==> src/rtl/regfile_port_arbiter.sv <==
// Multi-requester read/write port arbiter in front of a single-port-pair register file.
// Optional post-reset clear sequence compiled in with REGFILE_ARB_CLEAR_EN.
module regfile_port_arbiter #(
  parameter int              REQS        = 4,
  parameter int              WIDTH       = 32,
  parameter int              N           = 5,
  parameter int              SIZE        = 32,
  parameter logic [WIDTH-1:0] CLEAR_VALUE = '0,
  localparam int             IDW         = (REQS > 1) ? $clog2(REQS) : 1
) (
  input  logic                  clk,
  input  logic                  rst_n,
  input  logic [REQS-1:0]       wr_valid,
  input  logic [REQS*N-1:0]     wr_index,
  input  logic [REQS*WIDTH-1:0] wr_data,
  output logic [REQS-1:0]       wr_ready,
  input  logic [REQS-1:0]       rd_valid,
  input  logic [REQS*N-1:0]     rd_index,
  output logic [REQS-1:0]       rd_ready,
  output logic                  rd_resp_valid,
  output logic [IDW-1:0]        rd_resp_id,
  output logic [WIDTH-1:0]      rd_resp_data,
  output logic [N-1:0]          rf_read_req,
  input  logic [WIDTH-1:0]      rf_read_resp,
  output logic                  rf_write_en,
  output logic [N-1:0]          rf_write_index,
  output logic [WIDTH-1:0]      rf_write_data,
  output logic                  busy
);

  // Round-robin pick: first set bit of valid scanning upward from ptr, wrapping.
  // Returns {found, index}.
  function automatic logic [IDW:0] rrPick(input logic [REQS-1:0] valid,
                                          input logic [IDW-1:0]  ptr);
    logic           found;
    logic [IDW-1:0] win;
    int             c;
    found = 1'b0;
    win   = '0;
    for (int i = 0; i < REQS; i++) begin
      c = int'(ptr) + i;
      if (c >= REQS) c = c - REQS;
      if (!found && valid[c]) begin
        found = 1'b1;
        win   = IDW'(c);
      end
    end
    return {found, win};
  endfunction

  logic           inClear;
  logic           runActive;
  logic [IDW-1:0] wrPtr, rdPtr;
  logic [IDW:0]   wrPick, rdPick;
  logic           wrGrant, rdGrant;
  logic [IDW-1:0] wrIdx, rdIdx;

`ifdef REGFILE_ARB_CLEAR_EN
  typedef enum logic {CLEAR, RUN} state_t;

  state_t       state, stateNext;
  logic [N-1:0] clearCnt;

  always_ff @(posedge clk or negedge rst_n) begin
    if (!rst_n) begin
      state    <= CLEAR;
      clearCnt <= '0;
    end else begin
      // NOTE: sequential state uses non-blocking assignments so every flop
      // samples pre-edge values regardless of statement order.
      state <= stateNext;
      if (state == CLEAR) clearCnt <= clearCnt + 1'b1;
    end
  end

  always_comb begin
    stateNext = state;
    if (state == CLEAR && clearCnt == N'(SIZE - 1)) stateNext = RUN;
  end

  assign inClear = (state == CLEAR);
`else
  // CLEAR_VALUE only matters when the clear sequence is built in.
  logic unusedClearValue;
  assign unusedClearValue = ^CLEAR_VALUE;
  assign inClear          = 1'b0;
`endif

  assign runActive = rst_n && !inClear;
  assign busy      = rst_n && inClear;

  assign wrPick  = rrPick(wr_valid, wrPtr);
  assign rdPick  = rrPick(rd_valid, rdPtr);
  assign wrGrant = runActive && wrPick[IDW];
  assign rdGrant = runActive && rdPick[IDW];
  assign wrIdx   = wrPick[IDW-1:0];
  assign rdIdx   = rdPick[IDW-1:0];

  always_comb begin
    // NOTE: every output gets a default before any branch so no path leaves
    // a signal unassigned, which would infer a latch.
    wr_ready       = '0;
    rd_ready       = '0;
    rf_write_en    = 1'b0;
    rf_write_index = '0;
    rf_write_data  = '0;
    rf_read_req    = '0;
`ifdef REGFILE_ARB_CLEAR_EN
    if (rst_n && inClear) begin
      rf_write_en    = 1'b1;
      rf_write_index = clearCnt;
      rf_write_data  = CLEAR_VALUE;
    end
`endif
    if (wrGrant) begin
      wr_ready[wrIdx] = 1'b1;
      rf_write_en     = 1'b1;
      rf_write_index  = wr_index[int'(wrIdx)*N +: N];
      rf_write_data   = wr_data[int'(wrIdx)*WIDTH +: WIDTH];
    end
    if (rdGrant) begin
      rd_ready[rdIdx] = 1'b1;
      rf_read_req     = rd_index[int'(rdIdx)*N +: N];
    end
  end

  // Pointers advance past the winner; the read response captures the
  // regfile's pre-write data, so a same-cycle write to the same index is not seen.
  always_ff @(posedge clk or negedge rst_n) begin
    if (!rst_n) begin
      wrPtr         <= '0;
      rdPtr         <= '0;
      rd_resp_valid <= 1'b0;
      rd_resp_id    <= '0;
      rd_resp_data  <= '0;
    end else begin
      if (wrGrant) wrPtr <= (int'(wrIdx) == REQS - 1) ? '0 : wrIdx + 1'b1;
      if (rdGrant) begin
        rdPtr        <= (int'(rdIdx) == REQS - 1) ? '0 : rdIdx + 1'b1;
        rd_resp_id   <= rdIdx;
        rd_resp_data <= rf_read_resp;
      end
      rd_resp_valid <= rdGrant;
    end
  end

endmodule

==> config.mk <==
export PLATFORM = sky130hd
export DESIGN_NAME = regfile_port_arbiter
export DESIGN_NICKNAME = d
export VERILOG_FILES = /design/src/rtl/regfile_port_arbiter.sv
export SDC_FILE = /design/constraint.sdc
export NUM_CORES = 1
export LEC_CHECK = 0
export ABC_AREA = 1
export CORE_MARGIN = 1
export CORE_UTILIZATION = 34
export CTS_CLUSTER_DIAMETER = 50
export DETAILED_ROUTE_END_ITERATION = 10
export GPL_TIMING_DRIVEN = 0
export PLACE_DENSITY_LB_ADDON = 0.12
export RECOVER_POWER = 50
export SYNTH_ARGS = -nofsm -noshare
export SYNTH_HDL_FRONTEND = slang
export SYNTH_SLANG_ARGS = --single-unit
==> constraint.sdc <==
create_clock -name clk -period 2.2 [get_ports clk]
set_input_delay 0.44 -clock clk [delete_from_list [all_inputs] [get_ports clk]]
set_output_delay 0.44 -clock clk [all_outputs]
set_load 0.1 [all_outputs]
==> results.md <==
- Largest buffer count on any clock path: 2
- Commonest register cell after synthesis: dfrtp_1
- Max_cap viols: 0
- CP Capture Type: output port
- Most frequent cell after synthesis: nand2_1
- Chip height: ~120 um
- Clk sinks: 39
- Outcome: finished, violations left
- Maximum number of pins on one net before global-route repair: 31
- Layout cell share with drive strength beyond 1: 35.37%
- Crit Path Class: reg2out
- RSZ-0062 raised after global routing: true
- Die X: 117.6 um
- Antenna violations before repair: 0
- Synth top area share: between 20% and 30%
- Netlist cell types: 24
- Drt pass-1 iters: 5
- Global-route wire length before repair: approximately 33,000 um
- Slew @ Worst Pin: 1.174 ns
- DR vias/cell: ~5.0
- Iter 0 DRT Violations: roughly 370
- GPL Wtd Cong: roughly 0.9
- WL final: roughly 22,000 um
- R2R cell count: 13
- EDFF count, synth: 0
- Antenna-violating nets left: 0
- Failing checks: setup timing
- Layout area overhead: 132.6%
- Async set or reset register ratio after synthesis: 100.0%
- Initial Util: a little over a third
- Routed vias: approximately 6,600
- Crit path cell chain: buf_6 > inv_8 > nand2_2 > nand2_4 > nand2_1 > nand2_2 > nand2_4 > nand2_4 > nand2_4 > buf_8 > bufbuf_16 > nand4_1 > nand3_2 > a21oi_4 > buf_12
- Flop and latch count out of synthesis: 39
- Max Clock Skew: 0.003902 ns
- Design area: 10,570 um2
- Slew Limit Fails: 0
- I/O Buffers: between 200 and 300
- GR Overflow Total: 0
- Final cell count without fillers: between 1,000 and 1,500
- Placed cell areas: slightly below 9000 um2
- Site row count: ~40
- Clock latency on the worst-skew pair: just under 0.3 ns
- Final nets: ~1,400
- Fmax: 351.0 MHz
- Clock transition at the registers of the reported paths: ~0.060 ns
- Antenna cells: 0
- Tot GR Track Use: around 29%
- CTS tree: done
- Main area contributors after synthesis: nand2_1 (22%), dfrtp_1 (21%), inv_1 (14%)
- DRC: 0
- Mapped Area: 4543 um2
- Post-synth top area cell: nand2_1
- Sequential fraction of the synthesis area: between 20% and 30%
- Syn avg cell area: ~5.6 um2
- Setup violators final: 51
- Vias in the first global route: approximately 6,500
- Final Hold Viols: 0
- Worst Setup Start Kind: flip-flop
- Io pins: 297
- H-tree depth: 2
- Worst Slack Setup Final: -0.6493 ns
- Core area: between 10,000 and 15,000 um2
- Cells after synthesis: 805
- Worst-path fanout max: 10
- Routed WL per cell: about 17 um
- Part of the cycle the worst path needs: 129.5%
- Worst slew margin: approximately 22%
- Commonest cells in the netlist: nand2_1 (265), inv_1 (174), nand4_1 (82)
- Total CTS buffers: 5
- Arr. time, crit path: 2.41 ns
- Req. time, crit path: 1.76 ns
- Total of warnings raised by yosys: 0
- Die area: about 14,000 um2
- CTS Root Cell: clkbuf_16
- Dpl hpwl: 15,060 um
- Layout fillers: approximately 820
- HP Class: in2async
- Mapped Nets: 1,020
- Slowest-stage cell, CP: dfrtp_1
- Worst path max stage delay: between 0.3 and 0.4 ns
- Period minus WS final: 2.849 ns
- Worst hold margin: ~0.23 ns
- CP most frequent cell: nand2_4
- Place WS: -1.776 ns
- Placed insts: roughly 1,300
[critical path, delay by kind of cell, from the launching register on]
kind                   cells  cell delay, ns
AND/OR/NAND/NOR            9            0.73
flip-flops                 1            0.39
buffers and inverters      5            0.81
AO/OA/AOI/OAI              1            0.16
[final cells by class]
cell class                      instances  area (um2)  share of cell area (%)
Tap cell                              172       215.2                   2.037
Buffer                                 55       606.8                   5.743
Clock buffer                            5       125.1                   1.184
Clock inverter                          3       67.56                  0.6394
Sequential cell                        39       979.7                   9.272
Multi-Input combinational cell        527        3995                   37.81
Timing Repair Buffer                  336        3839                   36.33
Inverter                              183       738.2                   6.986
[cells in the final DEF (no fill, tap or decap), types with 3 or more instances in the layout]
cell type / instances
buf_8: 9
nand4_1: 82
buf_4: 31
o21ai_4: 3
inv_1: 161
nor2_4: 18
inv_2: 10
clkbuf_16: 8
a21oi_4: 37
buf_2: 12
dfrtp_2: 3
clkdlybuf4s50_1: 200
nor2_2: 5
o21ai_1: 5
dfrtp_1: 36
ha_1: 3
dlygate4sd2_1: 42
buf_12: 60
nand2_4: 21
nand3_4: 22
clkbuf_1: 5
nand2_2: 48
nand2_1: 199
nand3_2: 67
nand3_1: 6
buf_6: 23
inv_4: 7
[flip-flops by register name, summed over array words and instances (netlist names)]
signal / flops
rd_resp_id: 2
rd_resp_data: 32
wrPtr: 2
rd_resp_valid: 1
rdPtr: 2
[worst paths after layout]
kind                             startpoint                to  slack (ns)
min in group clk           rd_resp_data[17]  rd_resp_data[17]        0.47
hold reg to reg            rd_resp_data[17]  rd_resp_data[17]        0.47
setup reg to reg                   rdPtr[0]          rdPtr[1]        0.08
hold / removal                        rst_n          rdPtr[0]        0.23
setup / recovery                   wrPtr[0]  rf_write_data[4]       -0.65
max in group asynchronous             rst_n   rd_resp_data[4]        1.31
[repair_timing]
action | 4_1_cts | 5_1_grt
buffers inserted | 23 | 11
pin swaps | 51 | 48
hold buffers | 0 | 0
setup endpoints to repair | 87 | 54
gates resized for setup | 616 | 106
cloned | 3 | 4
[kinds of logic after synthesis]
family	Yosys count	share of synthesized area (%)
AND/OR/NAND/NOR	473	48.77
AO/OA/AOI/OAI	48	5.288
flip-flops	39	21.48
buffers and inverters	239	23.00
adder cells (fa/ha/maj)	5	1.377
other	1	0.08254
[routing by layer]
layer,track usage [%],vias up,share of wire [%]
met5,0,-,0
met4,10.74,0,3.1
met3,6.783,43,6.9
met2,53.85,274,52
met1,33.13,3063,38
li1,-,3188,-
[per-stage QoR]
step | setup TNS, ns | util (%)
3_5_place_dp | -90.13 | 68.07
3_3_place_gp | -189.03 | 67.95
5_1_grt | -35.44 | 82.39
6_report | -29.60 | 82.39
2_1_floorplan | -16.75 | -
4_1_cts | -29.15 | 77.90
Power is not shown: default switching activity piles up to over one toggle a cycle in this logic, so the estimate is an artifact.
